--- src/rtl/fetch_unit_pkg.sv ---
// Shared definitions for the instruction-fetch stage.
//   fetch_state_e : fetch FSM states (IDLE, REQ, HOLD, DISCARD)
//   XLEN          : instruction / address width
//   PC_STEP_BYTES : default sequential PC increment
//   align_pc()    : clears the two low bits of a redirect target
package fetch_unit_pkg;

    localparam int unsigned XLEN = 32;
    localparam logic [XLEN-1:0] PC_STEP_BYTES = 32'd4;

    typedef enum logic [1:0] {
        ST_IDLE    = 2'd0,
        ST_REQ     = 2'd1,
        ST_HOLD    = 2'd2,
        ST_DISCARD = 2'd3
    } fetch_state_e;

    function automatic logic [XLEN-1:0] align_pc(input logic [XLEN-1:0] pc);
        return {pc[XLEN-1:2], 2'b00};
    endfunction

endpackage

--- src/rtl/fetch_unit_adder.sv ---
// The core's two-input 32-bit adder; carry out is discarded.
//   a_i, b_i : operands
//   sum_o    : a_i + b_i modulo 2^32
module fetch_unit_adder
    import fetch_unit_pkg::*;
(
    input  logic [XLEN-1:0] a_i,
    input  logic [XLEN-1:0] b_i,
    output logic [XLEN-1:0] sum_o
);

    assign sum_o = a_i + b_i;

endmodule

--- src/rtl/fetch_unit.sv ---
// Instruction-fetch stage: owns the PC, fetches from instruction memory over
// a req/ack handshake, and hands each instruction (with PC and PC+step) to
// decode over valid/ready. Redirects from downstream retarget the fetch.
//   CLK, RESET              : clock, synchronous active-high reset
//   IMEM_REQ/ADDR/ACK/RDATA : instruction memory handshake
//   REDIRECT, REDIRECT_PC   : branch/jump redirect pulse and target
//   OUT_VALID/READY         : decode handshake
//   OUT_INSTR/PC/PC_PLUS4   : delivered instruction and its addresses
//   MISALIGN                : pulse, previous-cycle redirect target was unaligned
module fetch_unit
    import fetch_unit_pkg::*;
#(
    parameter logic [31:0] RESET_PC = 32'h0000_0000,
    parameter logic [31:0] PC_STEP  = PC_STEP_BYTES
) (
    input  logic             CLK,
    input  logic             RESET,
    output logic             IMEM_REQ,
    output logic [XLEN-1:0]  IMEM_ADDR,
    input  logic             IMEM_ACK,
    input  logic [XLEN-1:0]  IMEM_RDATA,
    input  logic             REDIRECT,
    input  logic [XLEN-1:0]  REDIRECT_PC,
    output logic             OUT_VALID,
    input  logic             OUT_READY,
    output logic [XLEN-1:0]  OUT_INSTR,
    output logic [XLEN-1:0]  OUT_PC,
    output logic [XLEN-1:0]  OUT_PC_PLUS4,
    output logic             MISALIGN
);

    localparam logic [XLEN-1:0] RESET_PC_NEXT = RESET_PC + PC_STEP;

    fetch_state_e    state_q, state_d;
    logic [XLEN-1:0] pc_q, pc_d;
    logic [XLEN-1:0] tgt_q, tgt_d;
    logic [XLEN-1:0] instr_q, instr_d;
    logic [XLEN-1:0] opc_q, opc_d;
    logic [XLEN-1:0] opc4_q, opc4_d;
    logic            misalign_q, misalign_d;

    logic [XLEN-1:0] pc_plus_step;
    logic [XLEN-1:0] redir_tgt;

    fetch_unit_adder u_pc_adder (
        .a_i   (pc_q),
        .b_i   (PC_STEP),
        .sum_o (pc_plus_step)
    );

    assign redir_tgt = align_pc(REDIRECT_PC);

    always_comb begin
        state_d    = state_q;
        pc_d       = pc_q;
        tgt_d      = tgt_q;
        instr_d    = instr_q;
        opc_d      = opc_q;
        opc4_d     = opc4_q;
        misalign_d = REDIRECT && (REDIRECT_PC[1:0] != 2'b00) && (state_q != ST_IDLE);

        case (state_q)
            ST_IDLE: state_d = ST_REQ;

            ST_REQ: begin
                if (REDIRECT) begin
                    if (IMEM_ACK) begin
                        // Response lands with the redirect: drop it and refetch.
                        pc_d = redir_tgt;
                    end else begin
                        // Request is still in flight; park the target until it drains.
                        tgt_d   = redir_tgt;
                        state_d = ST_DISCARD;
                    end
                end else if (IMEM_ACK) begin
                    instr_d = IMEM_RDATA;
                    opc_d   = pc_q;
                    opc4_d  = pc_plus_step;
                    pc_d    = pc_plus_step;
                    state_d = ST_HOLD;
                end
            end

            ST_HOLD: begin
                if (REDIRECT) begin
                    pc_d    = redir_tgt;
                    state_d = ST_REQ;
                end else if (OUT_READY) begin
                    state_d = ST_REQ;
                end
            end

            ST_DISCARD: begin
                if (REDIRECT) begin
                    tgt_d = redir_tgt;
                end
                if (IMEM_ACK) begin
                    // Latest redirect wins, even one arriving with the ack.
                    pc_d    = REDIRECT ? redir_tgt : tgt_q;
                    state_d = ST_REQ;
                end
            end

            default: state_d = ST_IDLE;
        endcase
    end

    always_ff @(posedge CLK) begin
        if (RESET) begin
            state_q    <= ST_IDLE;
            pc_q       <= RESET_PC;
            tgt_q      <= RESET_PC;
            instr_q    <= '0;
            opc_q      <= RESET_PC;
            opc4_q     <= RESET_PC_NEXT;
            misalign_q <= 1'b0;
        end else begin
            state_q    <= state_d;
            pc_q       <= pc_d;
            tgt_q      <= tgt_d;
            instr_q    <= instr_d;
            opc_q      <= opc_d;
            opc4_q     <= opc4_d;
            misalign_q <= misalign_d;
        end
    end

    assign IMEM_REQ     = (state_q == ST_REQ) || (state_q == ST_DISCARD);
    assign IMEM_ADDR    = pc_q;
    // Deliberate combinational path: a same-cycle redirect squashes the handoff.
    assign OUT_VALID    = (state_q == ST_HOLD) && !REDIRECT;
    assign OUT_INSTR    = instr_q;
    assign OUT_PC       = opc_q;
    assign OUT_PC_PLUS4 = opc4_q;
    assign MISALIGN     = misalign_q;

endmodule

--- config.mk ---
export PLATFORM = sky130hd
export DESIGN_NAME = fetch_unit
export DESIGN_NICKNAME = d
export VERILOG_FILES = /design/src/rtl/fetch_unit_pkg.sv /design/src/rtl/fetch_unit_adder.sv /design/src/rtl/fetch_unit.sv
export SDC_FILE = /design/constraint.sdc
export NUM_CORES = 1
export LEC_CHECK = 0
export ABC_AREA = 0
export BUFFER_PORTS_ARGS = -buffer_cell sky130_fd_sc_hd__buf_2
export CAP_MARGIN = 20
export CORE_MARGIN = 2
export CORE_UTILIZATION = 42
export CTS_CLUSTER_DIAMETER = 60
export DETAILED_ROUTE_END_ITERATION = 8
export PLACE_DENSITY_LB_ADDON = 0.3
export SLEW_MARGIN = 40
export SYNTH_ARGS = -nofsm -noshare
export SYNTH_HDL_FRONTEND = slang
export SYNTH_SLANG_ARGS = --single-unit
--- constraint.sdc ---
create_clock -name CLK -period 2.84 [get_ports CLK]
set_input_delay 0.284 -clock CLK [delete_from_list [all_inputs] [get_ports CLK]]
set_output_delay 0.284 -clock CLK [all_outputs]
set_load 0.005 [all_outputs]
==> results.yml <==
detailed_routing:
  post_drt_wl_per_cell_um: 16.5
  antenna_left: 0
  viasPerCell: 5.46
  top_layer: "met4"
  dr.first_iter.drc_count: 674
  wl_mm: 22.4
  wl_met3_mm: 1.78
  dr_total_vias: 7408
  drc: 0
  wl_met1_mm: 10.0
  first_pass_iters: 6
  wl_met2_mm: 10.3
worst_setup_path:
  path_class: "flip-flop to flip-flop"
  rr_worst_depth: 6
  endpoint_kind: "flip-flop"
  worstPathMaxFanout: 9
  cp-start-kind: "flip-flop"
  worst_ep_arrival_time_ps: 2740
  required_ps: 3180
synth:
  synth_ff_type: "dfxtp_1"
  synth-async-reset-ratio_pct: 0
  muxShareOfSynthArea_pct: 0.409
  ys_seq_area_share_pct: 43.8
  netlist_instances: 966
  avgSynthCellArea_sq_um: 7.61
  synth.largest_area_cell: "dfxtp_1"
  ys_seq_elements: 161
  synth_nets: 1036
  synth-xor-area-share_pct: 3.22
  yosys.area_share.simple_pct: 23.4
  synth_compound_area_share_pct: 23.2
  synth_area_sq_mm: 0.00735
  synthAdderAreaFrac_pct: 0.170
  synth_edf_count: 0
  synth_most_common_cell: "nand2_1"
  synth_common_cells: "nand2_1, dfxtp_1, a21oi_1"
  yosys_warnings: 0
  synth_top_family_by_area: "simple AND/OR/NAND/NOR gates"
  synth_top_area_share_pct: 43.8
  yosys-top-cells-area: "dfxtp_1, nand2_1, a21oi_1"
  synth_cell_types: 60
power:
  powerDensity_mw_per_mm2: 584
  max-vdd-ir-drop_mv: 0.430
  leakage_nw: 3.63
die:
  chipHeight_um: 136
  coreArea_sq_mm: 0.0172
  fp.dieArea_sq_mm: 0.0186
  die_w_um: 136
  start_util_pct: 42.8
  rows: 48
  pin_count: 200
placed_design:
  dp.cells: 1323
  globalplace.congestion: 0.856
  dp_hpwl_mm: 15.4
  io_buffers: 199
  placed_area_sq_mm: 0.00851
cells_and_area:
  area_growth_syn_to_layout_pct: 23.6
  post_route_cells_drive_above_1_share_pct: 24.2
  nFillCells: 1715
  fin_nets: 1187
  fin_area_sq_mm: 0.00909
  fin_util_pct: 52.9
  fin_cells: 1356
timing:
  setup_viol: 0
  fmax_mhz: 417
  tightest_slew_ps: 627
  tns_ps: 0
  period_share_pct: 84.5
  slew_headroom_pct: 58.0
  timing.final.hold_violations: 0
  grt_setup_unrepaired: "no"
  period_needed_ps: 2400
  skew_ps: 9.56
  slew_violations: 0
hold_path:
  whs_path_depth: 3
  min_path_type: "input port to flip-flop"
cts:
  cts_hold_buf: 0
  cts_made_buffers: 17
  ctsHtreeMaxLevel: 4
  ctsResizeCount: 0
  clk_pin_slew_worst_paths_ps: 70
  clkLatencyLatePin_ps: 430
  clkSinkCount: 161
  cts_tree: "yes"
  cts_root_buffer: "clkbuf_16"
  cts_setup_buffers: 0
  cts_buffer_depth: 2
run_status:
  status: "complete, no violations"
global_route:
  grt-ovfl-total: 0
  grt_pass1_wl_mm: 34.7
  antenna_found_initial: 1
  grt_pass1_vias: 6641
  grt_max_degree: 69
  track_usage_pct: 23.7
flow_run:
  max_cap_viol_count: 0
-- per-stage QoR --
stage / setup slack, ps / hold slack, ps / total power [mW]
after global placement: 457 / 439 / 3.11
final: 439 / 88.6 / 5.31
after global routing: 211 / 76.3 / 5.52
after floorplan: 899 / 420 / 2.85
after CTS: 471 / 70.3 / 5.34
after detailed placement: 440 / 443 / 3.12
-- cell type report --
cell class / instances / area [sq um] / area share, %
multi-input cells: 704 / 3740 / 41.2
repair buffers: 225 / 1230 / 13.5
flip-flops and latches: 161 / 3220 / 35.5
clock inverters: 12 / 108 / 1.18
diodes: 1 / 2.50 / 0.0275
inverters: 8 / 30.0 / 0.330
well taps: 225 / 282 / 3.10
clock buffers: 20 / 467 / 5.14
-- cells in the final DEF, fill, tap and decap left out, types with 3 or more instances in the layout --
master and n:
nand2_1 245, buf_2 198, dfxtp_1 160, a21oi_1 136
nor2_1 61, o21ai_0 46, a211oi_1 33, buf_4 24
xnor2_1 19, nand3_1 17, clkbuf_16 17, nor3_1 15
nand2b_1 14, o2bb2ai_1 11, a221o_1 11, inv_1 8
xor2_1 8, nand4_1 7, and3_1 5, or3_1 5
and4_1 4, nor4_1 4, a21o_1 4, clkinv_2 4
nor3b_1 3, a22oi_1 3, mux2i_1 3, o22ai_1 3
a221oi_1 3, clkbuf_8 3, clkinvlp_4 3, clkinv_4 3
buf_12 3
-- path summary, 6_finish.rpt --
| check | from | end | slack (ps) |
|---|---|---|---|
| setup reg to reg | IMEM_ADDR[2] | OUT_PC_PLUS4[30] | 440 |
| hold reg to reg | OUT_INSTR[11] | OUT_INSTR[11] | 450 |
| hold / removal | IMEM_RDATA[31] | OUT_INSTR[31] | 90 |
| setup / recovery | IMEM_ADDR[2] | OUT_PC_PLUS4[30] | 440 |
-- registers in the layout, summed over array words and instances (netlist names) --
name and count:
IMEM_ADDR 32, OUT_PC 32, state_q 2, tgt_q 32, OUT_INSTR 32, OUT_PC_PLUS4 30, MISALIGN 1
-- power breakdown --
part           internal (mW)  total [mW]  switching (mW)
combinational          0.252       0.618           0.366
clock                   1.28        2.23           0.952
sequential              2.35        2.46           0.112
total                   3.88        5.31            1.43
-- worst max-delay path, stage by stage, from the launching register on --
cell and delay, ps:
dfxtp_1 540, ha_1 280, and3_1 420, nand3_1 270, nor4_1 410, xnor2_1 150
a211oi_1 230
-- layer usage --
layer	global-route usage (%)	up-vias
met2	36.5	296
li1	-	3636
met4	7.06	0
met3	5.67	24
met5	0	-
met1	32.9	3452
-- cell families (layout without fill, tap and decap cells) --
kind of cell,count (synthesis),in the layout
mux,3,3
other cells,0,1
fa+ha+maj,1,1
compound gates,279,279
xor+xnor,27,27
buf+inv,101,265
simple gates,394,394
flops,161,161
Power figures use the tool's default switching activity.
